**src/rtl/div_seq_4b_pkg.sv**
```systemverilog
// div_seq_4b_pkg
// Shared definitions for the sequential restoring divider: the default
// operand width and the controller state encoding (IDLE=0, CALC=1, DONE=2).
// No ports; imported by the divider, its step datapath and the bench.
package div_seq_4b_pkg;

    // Default operand/quotient/remainder width of the divider.
    localparam int DEF_WIDTH = 4;

    // Controller states, two-bit encoding shared with the bench.
    typedef enum logic [1:0] {
        ST_IDLE = 2'd0,
        ST_CALC = 2'd1,
        ST_DONE = 2'd2
    } div_state_t;

endpackage

```
**src/rtl/div_step.sv**
```systemverilog
// div_step
// One combinational restoring-division step: shift {pr, wq} left by one,
// then subtract den from the partial remainder when it fits and record the
// outcome in the new quotient LSB.
// Ports:
//   pr       in  WIDTH+1  current partial remainder
//   wq       in  WIDTH    working quotient (holds remaining dividend bits)
//   den      in  WIDTH    divisor
//   pr_next  out WIDTH+1  partial remainder after this step
//   wq_next  out WIDTH    working quotient after this step
module div_step
    import div_seq_4b_pkg::*;
#(
    parameter int WIDTH = DEF_WIDTH
) (
    input  logic [WIDTH:0]   pr,
    input  logic [WIDTH-1:0] wq,
    input  logic [WIDTH-1:0] den,
    output logic [WIDTH:0]   pr_next,
    output logic [WIDTH-1:0] wq_next
);

    logic [WIDTH:0] shifted_s;
    logic           fits_s;

    // Shift, compare and conditionally subtract.
    always_comb begin
        shifted_s = {pr[WIDTH-1:0], wq[WIDTH-1]};
        // A set bit shifted out of pr means the true value exceeds any den;
        // the modular subtraction below still yields the correct remainder.
        // In normal operation pr < den so that bit is always clear.
        fits_s    = pr[WIDTH] | (shifted_s >= {1'b0, den});
        pr_next   = shifted_s;
        wq_next   = {wq[WIDTH-2:0], 1'b0};
        if (fits_s) begin
            pr_next    = shifted_s - {1'b0, den};
            wq_next[0] = 1'b1;
        end else begin
            pr_next    = shifted_s;
            wq_next[0] = 1'b0;
        end
    end

endmodule

```
**src/rtl/div_seq_4b.sv**
```systemverilog
// div_seq_4b
// Sequential restoring divider, one quotient bit per clock, with a
// start/done handshake and divide-by-zero detection (no iteration when the
// divisor is zero).
// Ports:
//   clk        in   1      rising-edge clock
//   rst        in   1      asynchronous active-high reset
//   start      in   1      request a division (only honoured in IDLE)
//   num        in   WIDTH  dividend, sampled with start
//   den        in   WIDTH  divisor, sampled with start
//   busy       out  1      high while iterating
//   done       out  1      one-cycle completion pulse
//   quotient   out  WIDTH  registered quotient
//   remainder  out  WIDTH  registered remainder
//   div_zero   out  1      last accepted request had den == 0
module div_seq_4b
    import div_seq_4b_pkg::*;
#(
    parameter int WIDTH = DEF_WIDTH
) (
    input  logic             clk,
    input  logic             rst,
    input  logic             start,
    input  logic [WIDTH-1:0] num,
    input  logic [WIDTH-1:0] den,
    output logic             busy,
    output logic             done,
    output logic [WIDTH-1:0] quotient,
    output logic [WIDTH-1:0] remainder,
    output logic             div_zero
);

    localparam int CNT_W = (WIDTH > 1) ? $clog2(WIDTH) : 1;
    localparam logic [CNT_W-1:0] LAST_STEP = CNT_W'(WIDTH - 1);

    div_state_t       state_r;
    div_state_t       state_nxt_s;
    logic [WIDTH-1:0] den_r;
    logic [WIDTH:0]   pr_r;
    logic [WIDTH-1:0] wq_r;
    logic [CNT_W-1:0] cnt_r;
    logic [WIDTH:0]   pr_step_s;
    logic [WIDTH-1:0] wq_step_s;
    logic             last_step_s;

    div_step #(.WIDTH(WIDTH)) u_step (
        .pr      (pr_r),
        .wq      (wq_r),
        .den     (den_r),
        .pr_next (pr_step_s),
        .wq_next (wq_step_s)
    );

    assign last_step_s = (cnt_r == LAST_STEP);

    // Next-state logic of the controller.
    always_comb begin
        state_nxt_s = state_r;
        case (state_r)
            ST_IDLE: begin
                if (start) begin
                    if (den == {WIDTH{1'b0}}) begin
                        state_nxt_s = ST_DONE;
                    end else begin
                        state_nxt_s = ST_CALC;
                    end
                end else begin
                    state_nxt_s = ST_IDLE;
                end
            end
            ST_CALC: begin
                if (last_step_s) begin
                    state_nxt_s = ST_DONE;
                end else begin
                    state_nxt_s = ST_CALC;
                end
            end
            ST_DONE: begin
                state_nxt_s = ST_IDLE;
            end
            default: begin
                state_nxt_s = ST_IDLE;
            end
        endcase
    end

    // State register plus registered busy/done decoded from the next state.
    always_ff @(posedge clk or posedge rst) begin
        if (rst) begin
            state_r <= ST_IDLE;
            busy    <= 1'b0;
            done    <= 1'b0;
        end else begin
            state_r <= state_nxt_s;
            busy    <= (state_nxt_s == ST_CALC);
            done    <= (state_nxt_s == ST_DONE);
        end
    end

    // Operand latch, iteration datapath and result registers.
    always_ff @(posedge clk or posedge rst) begin
        if (rst) begin
            den_r     <= {WIDTH{1'b0}};
            pr_r      <= {(WIDTH + 1){1'b0}};
            wq_r      <= {WIDTH{1'b0}};
            cnt_r     <= {CNT_W{1'b0}};
            quotient  <= {WIDTH{1'b0}};
            remainder <= {WIDTH{1'b0}};
            div_zero  <= 1'b0;
        end else begin
            case (state_r)
                ST_IDLE: begin
                    if (start) begin
                        den_r <= den;
                        if (den == {WIDTH{1'b0}}) begin
                            // Flag and finish at once; the dividend is
                            // reported back as the remainder.
                            quotient  <= {WIDTH{1'b1}};
                            remainder <= num;
                            div_zero  <= 1'b1;
                        end else begin
                            pr_r  <= {(WIDTH + 1){1'b0}};
                            wq_r  <= num;
                            cnt_r <= {CNT_W{1'b0}};
                        end
                    end
                end
                ST_CALC: begin
                    pr_r  <= pr_step_s;
                    wq_r  <= wq_step_s;
                    cnt_r <= cnt_r + CNT_W'(1);
                    if (last_step_s) begin
                        quotient  <= wq_step_s;
                        remainder <= pr_step_s[WIDTH-1:0];
                        div_zero  <= 1'b0;
                    end
                end
                ST_DONE: begin
                    cnt_r <= {CNT_W{1'b0}};
                end
                default: begin
                    cnt_r <= {CNT_W{1'b0}};
                end
            endcase
        end
    end

endmodule

```
**config.mk**
```make
export PLATFORM = sky130hd
export DESIGN_NAME = div_seq_4b
export DESIGN_NICKNAME = d
export VERILOG_FILES = /design/src/rtl/div_seq_4b_pkg.sv /design/src/rtl/div_step.sv /design/src/rtl/div_seq_4b.sv
export SDC_FILE = /design/constraint.sdc
export NUM_CORES = 1
export LEC_CHECK = 0
export ABC_AREA = 0
export CAP_MARGIN = 25
export CORE_ASPECT_RATIO = 1.75
export CORE_MARGIN = 2
export CORE_UTILIZATION = 45
export DETAILED_ROUTE_END_ITERATION = 6
export PLACE_DENSITY = 0.72
export SYNTH_ARGS = -nofsm -noshare
export SYNTH_HDL_FRONTEND = slang
export SYNTH_SLANG_ARGS = --single-unit
```
**constraint.sdc**
```tcl
create_clock -name clk -period 1.9 [get_ports clk]
set_clock_uncertainty 0.05 [all_clocks]
set_input_delay 0.57 -clock clk [delete_from_list [all_inputs] [get_ports clk]]
set_output_delay 0.57 -clock clk [all_outputs]
set_load 0.03 [all_outputs]
```
==> impl_metrics.json, run 1 <==
{
  "clkLatencyLatePin_ns": 0.27,
  "routed_wl_mm": 3.35,
  "numCtsBuffers": 3,
  "wl_per_cell_um": 16.0,
  "syn_nets": 154,
  "worstPathArrival_ns": 2.02,
  "final_common_cell": "dfrtp_1",
  "syn_area_um2": 1360,
  "hold_path_class": "flop to flop",
  "path_class": "flop to flop",
  "pre_cts_ws_ns": -0.366,
  "place.gp.congestion": 0.859,
  "clkSinkCount": 28,
  "grt_pass1_wl_mm": 5.30,
  "grt_remaining_overflow": 0,
  "pwr-share-clk": 0.093,
  "grt_max_degree": 29,
  "synth_top_cell_by_area": "dfrtp_1",
  "dr.pass1.iters": 4,
  "syn_inst": 137,
  "die_h_um": 76.6,
  "vias": 1187,
  "routed_via_density": 5.68,
  "layout-drive-gt1-share": 0.265,
  "ys_seq_area_frac": 0.517,
  "crit_slowest_cell": "dfrtp_1",
  "hold_ws_ns": 0.449,
  "synth_warnings": 0,
  "min_period_over_period": 1.01,
  "coreArea_um2": 2900,
  "cp.required_ns": 1.99,
  "n_antenna_cell": 0,
  "power_leakage_nw": 0.915,
  "antenna_found_initial": 0,
  "cts-htree-levels": 1,
  "cp.buffers_inverters": 1,
  "io_buffers": 21,
  "power_switching_mw": 1.62,
  "nets": 199,
  "num_io_pins": 22,
  "fmax_mhz": 519,
  "maxSlewHeadroom": 0.702,
  "most-common-layout-cells": "dfrtp_1 (28), buf_4 (23), nand2_1 (21), nor2_1 (13), dlygate4sd2_1 (10)",
  "grt_setup_unrepaired": "yes",
  "swShare": 0.420,
  "p_seq_frac": 0.282,
  "dp_hpwl_mm": 2.38,
  "grt_pass1_vias": 1153,
  "initial_core_util": 0.468,
  "synth_area_leaders": "dfrtp_1 (52%), nand2_1 (5.8%), ha_1 (4.6%), nor2_1 (4.2%), o21ai_0 (4.1%)",
  "finalSetupViolCount": 5,
  "antenna_left": 0,
  "clkTransAtPathRegs_ns": 0.09,
  "fin_setup_tns_ns": -0.0677,
  "final.min_clock_period_ns": 1.92,
  "crit_fanout": 5,
  "synth_top_area_frac": 0.517,
  "end_kind": "flop",
  "drc": 0,
  "fin_ws_ns": -0.0250,
  "max_slew.worst_pin.slew_ns": 0.447,
  "die_area_um2": 3490,
  "synth_flop_cell": "dfrtp_1",
  "async_flop_share": 1.00,
  "finalMaxSlewViolations": 0,
  "cts_hold_buf": 0,
  "p_int_mw": 2.23,
  "areaGrowthSynthToFinish_pct": 41.1,
  "start_kind": "flop",
  "cts_root_buf": "clkbuf_8",
  "violations": "setup timing",
  "synth_cell_types": 39,
  "hold_viol_final": 0,
  "dr.first_iter.drc_count": 19,
  "irDropWorstVdd_mv": 1.39,
  "path_cells": "inv_2 -> ha_4 -> nor2b_4 -> o31a_1 -> or2_4 -> o211ai_1 -> o21ai_1",
  "cp_slowest_stage_delay_ns": 0.40,
  "avgSynthCellArea_um2": 9.90,
  "grt_usage": 0.202,
  "die_w_um": 45.5,
  "powerDensity_nw_per_um2": 2010,
  "fp-row-count": 26,
  "synth_edf_count": 0,
  "p_comb_frac": 0.625,
  "status": "complete, but fails checks",
  "fillers": 230,
  "ys_seq_elements": 28,
  "maxCapViolations": 0,
  "cts_buffer_depth": 2,
  "final_cells": 209,
  "cpLargestDelayFamily": "compound AO/OA/AOI/OAI gates",
  "placed_cells_incl_taps": 202,
  "cts_tree": "done"
}
==> what timing repair did <==
item / 4_1_cts / 5_1_grt
pin swaps: 6 / 6
resized for setup: 22 / 17
cloned: 0 / 0
setup buffers: 1 / 2
setup endpoints to repair: 25 / 18
==> per-stage QoR <==
stage,power [mW],instance area [µm²],utilization
final,3.84,1910,0.661
after CTS,3.61,1820,0.630
after global placement,3.08,1730,0.597
after detailed placement,3.15,1730,0.597
after floorplan,2.37,1360,-
after global routing,4.13,1910,0.661
==> final cells by class <==
| type | instances | area (µm²) | share of cell area |
|---|---|---|---|
| flip-flops and latches | 28 | 701 | 0.366 |
| multi-input cells | 97 | 694 | 0.363 |
| repair buffers | 46 | 405 | 0.212 |
| clock buffers | 4 | 55.1 | 0.0288 |
| well taps | 28 | 35.0 | 0.0183 |
| inverters | 6 | 22.5 | 0.0118 |
==> registers in the layout, indices dropped and copies added (netlist names) <==
register / count
pr_r: 5
den_r: 4
quotient: 4
remainder: 4
wq_r: 4
cnt_r: 2
state_r: 2
busy: 1
div_zero: 1
done: 1
==> kinds of logic (layout without fill, tap and decap cells) <==
logic type | Yosys count | in the layout | synth area share
AND/OR/NAND/NOR | 55 | 55 | 0.196
AO/OA/AOI/OAI | 33 | 33 | 0.161
flip-flops | 28 | 28 | 0.517
buffers and inverters | 12 | 56 | 0.0443
adder cells (fa/ha/maj) | 6 | 6 | 0.0609
multiplexers | 2 | 2 | 0.0157
XOR/XNOR | 1 | 1 | 0.00646
==> cells in the mapped netlist (2+ instances only) <==
master / number
and2b_1: 2
o21ai_0: 11
dfrtp_1: 28
nor3_1: 3
o22a_1: 3
buf_2: 3
nand2b_1: 2
o211ai_1: 2
nor2_1: 15
inv_1: 6
or4_4: 2
nand2_1: 21
ha_1: 5
a21oi_1: 4
a31oi_1: 5
nor2b_1: 2
==> power groups by stage <==
stage	registers (mW)	clock network, mW	logic [mW]
finish	1.08	0.359	2.40
global route	1.12	0.386	2.63
CTS	1.07	0.365	2.18
detailed placement	1.08	0	2.07
global placement	1.06	0	2.02
floorplan	1.25	0	1.13
==> routing by layer <==
metal	share of wire	GRT usage	vias up
li1	-	-	562
met1	0.39	0.253	587
met3	0.024	0.0213	10
met4	0.029	0.0912	0
met2	0.55	0.330	28
met5	0	0	-
==> final timing paths <==
path / start / to / slack, ns / cells past startpoint
setup reg to reg: den_r[1]$_DFFE_PP0P_ / pr_r[0]$_DFFE_PP0P_ / -0.02 / 7
hold / removal: quotient[1]$_DFFE_PP0P_ / quotient[1]$_DFFE_PP0P_ / 0.45 / 1
hold reg to reg: quotient[1]$_DFFE_PP0P_ / quotient[1]$_DFFE_PP0P_ / 0.45 / 1
min in group asynchronous: rst / busy$_DFF_PP0_ / 0.60 / 3
max in group asynchronous: rst / state_r[1]$_DFF_PP0_ / 0.95 / 3
setup / recovery: den_r[1]$_DFFE_PP0P_ / pr_r[0]$_DFFE_PP0P_ / -0.02 / 7
Note: power is estimated with default switching activity, not from simulation.
==> run 2: changes to the inputs <==
--- a/config.mk
+++ b/config.mk
@@ -12,6 +12,7 @@
 export CORE_UTILIZATION = 45
 export DETAILED_ROUTE_END_ITERATION = 6
 export PLACE_DENSITY = 0.72
+export SLEW_MARGIN = 5
 export SYNTH_ARGS = -nofsm -noshare
 export SYNTH_HDL_FRONTEND = slang
 export SYNTH_SLANG_ARGS = --single-unit
==> results of run 2 <==
Final layout, timing and power as in run 1 (identical DEF).
==> run 3: changes to the inputs <==
--- a/config.mk
+++ b/config.mk
@@ -8,7 +8,6 @@
 export ABC_AREA = 0
 export CAP_MARGIN = 25
 export CORE_ASPECT_RATIO = 1.75
-export CORE_MARGIN = 2
 export CORE_UTILIZATION = 45
 export DETAILED_ROUTE_END_ITERATION = 6
 export PLACE_DENSITY = 0.72
==> run 3 against run 2 <==
Compared with the run above: the flow finishes with violations (DRC, setup timing); via count shrank 1.2%; non-clock buffer count shrank 2; register-to-register slack lost 0.03 ns; hold slack lost 0.0048 ns; combinational power shrank 3%; critical path type unchanged.
==> impl_metrics.json, run 3 (synthesis gave the netlist of run 1 again) <==
{
  "cts_buffer_depth": 2,
  "grt_usage": 0.211,
  "final_cells": 207,
  "dp_hpwl_mm": 2.37,
  "power_leakage_nw": 0.882,
  "p_comb_frac": 0.619,
  "regArea_um2": 701,
  "dr.first_iter.drc_count": 29,
  "finalMaxSlewViolations": 0,
  "n_antenna_cell": 0,
  "fp-row-count": 26,
  "cp.buffers_inverters": 1,
  "wl_per_cell_um": 15.0,
  "grt_pass1_wl_mm": 5.13,
  "die_area_um2": 3250,
  "clkLatencyLatePin_ns": 0.27,
  "worstPathArrival_ns": 2.05,
  "cts_root_buf": "clkbuf_8",
  "fin_ws_ns": -0.0578,
  "p_int_mw": 2.21,
  "die_w_um": 43.5,
  "hold_ws_ns": 0.444,
  "max_slew.worst_pin.slew_ns": 0.422,
  "cts-htree-levels": 1,
  "path_class": "flop to flop",
  "start_kind": "flop",
  "drc": 4,
  "numCtsBuffers": 3,
  "cts_tree": "done",
  "io_buffers": 21,
  "cpLargestDelayFamily": "compound AO/OA/AOI/OAI gates",
  "hold_path_class": "flop to flop",
  "routed_wl_mm": 3.11,
  "antenna_left": 0,
  "num_io_pins": 22,
  "swShare": 0.414,
  "finalSetupViolCount": 3,
  "grt_pass1_vias": 1163,
  "hold_viol_final": 0,
  "post-route-cell-area_um2": 1890,
  "dr.pass1.iters": 6,
  "die_h_um": 74.6,
  "grt_max_degree": 29,
  "clkSinkCount": 28,
  "routed_via_density": 5.67,
  "largest_reg_flops": 5,
  "fillers": 243,
  "final_common_cell": "dfrtp_1",
  "multi_input_area_um2": 677,
  "maxCapViolations": 0,
  "cp.required_ns": 2.00,
  "placed_cells_incl_taps": 199,
  "powerDensity_nw_per_um2": 2000,
  "post-route-util": 0.651,
  "antenna_found_initial": 0,
  "post_dp_cell_area_um2": 1720,
  "crit_fanout": 5,
  "grt_setup_unrepaired": "yes",
  "irDropWorstVdd_mv": 1.35,
  "path_cells": "inv_2 -> ha_4 -> nor2b_4 -> o31a_1 -> or2_4 -> o211ai_1 -> a31oi_1",
  "status": "complete, but fails checks",
  "nets": 197,
  "vias": 1173,
  "violations": "DRC, setup timing",
  "layout-drive-gt1-share": 0.251,
  "pwr-share-clk": 0.095,
  "initial_core_util": 0.468,
  "coreArea_um2": 2900,
  "place.gp.congestion": 0.893,
  "end_kind": "flop",
  "p_seq_frac": 0.287,
  "final.min_clock_period_ns": 1.96,
  "cp_slowest_stage_delay_ns": 0.40,
  "regMostFlops": "pr_r",
  "areaGrowthSynthToFinish_pct": 39.0,
  "reg2reg_slack_ns": -0.06,
  "maxSlewHeadroom": 0.719,
  "min_period_over_period": 1.03,
  "power_switching_mw": 1.56,
  "grt_remaining_overflow": 0,
  "fmax_mhz": 511,
  "clkTransAtPathRegs_ns": 0.09,
  "most-common-layout-cells": "dfrtp_1 (28), nand2_1 (21), buf_4 (20), nor2_1 (13), dlygate4sd2_1 (12)",
  "p_total_mw": 3.77,
  "crit_slowest_cell": "dfrtp_1"
}
run 3: changes by cell type in the layout (fill, tap and decap cells not counted), sizes merged:
cell,change
dlymetal6s2s,-2
dlygate4sd2,+2
buf,-2
run 3: cell type report:
class	instances	share of cell area
Clock buffer	4	0.0292
Tap cell	28	0.0186
Sequential cell	28	0.372
Timing Repair Buffer	44	0.210
Inverter	6	0.0119
Multi-Input combinational cell	97	0.359
run 3: metrics by stage:
step / setup TNS (ns) / setup slack (ns)
3_3_place_gp: -5.15 / -0.325
4_1_cts: -0.0686 / -0.0495
3_5_place_dp: -5.89 / -0.396
6_report: -0.0756 / -0.0578
2_1_floorplan: -0.0599 / -0.0420
5_1_grt: -0.584 / -0.112
run 3: metal layers:
metal / global-route usage / part of all wire / vias up
li1: - / - / 565
met1: 0.258 / 0.40 / 573
met2: 0.379 / 0.56 / 29
met3: 0.0144 / 0.028 / 6
met4: 0.0903 / 0.021 / 0
met5: 0 / 0 / -
run 3: power groups by stage:
stage | clock network (mW) | registers, mW | logic [mW]
detailed placement | 0 | 1.08 | 2.03
CTS | 0.361 | 1.08 | 2.15
finish | 0.356 | 1.08 | 2.33
floorplan | 0 | 1.25 | 1.13
global placement | 0 | 1.07 | 1.97
global route | 0.382 | 1.12 | 2.57
run 3: worst paths after layout:
kind                                         start                       end  cells past startpoint
setup / recovery              den_r[1]$_DFFE_PP0P_  remainder[1]$_DFFE_PP0P_                      7
hold / removal             quotient[2]$_DFFE_PP0P_   quotient[2]$_DFFE_PP0P_                      1
setup reg to reg              den_r[1]$_DFFE_PP0P_  remainder[1]$_DFFE_PP0P_                      7
hold reg to reg            quotient[2]$_DFFE_PP0P_   quotient[2]$_DFFE_PP0P_                      1
max in group asynchronous                      rst       wq_r[2]$_DFFE_PP0P_                      3
min in group asynchronous                      rst            busy$_DFF_PP0_                      3
run 3: worst register-to-register path, cell delays in order (launching register included):
cell and delay (ns):
dfrtp_1 0.40, inv_2 0.08, ha_4 0.21, nor2b_4 0.12, o31a_1 0.29, or2_4 0.28, o211ai_1 0.27, a31oi_1 0.14
run 3: repair_timing:
| item | CTS | global route |
|---|---|---|
| hold buffers | 0 | 0 |
| setup buffers | 2 | 2 |
| resized for setup | 27 | 10 |
| pin swaps | 6 | 10 |
| setup endpoints to repair | 25 | 14 |
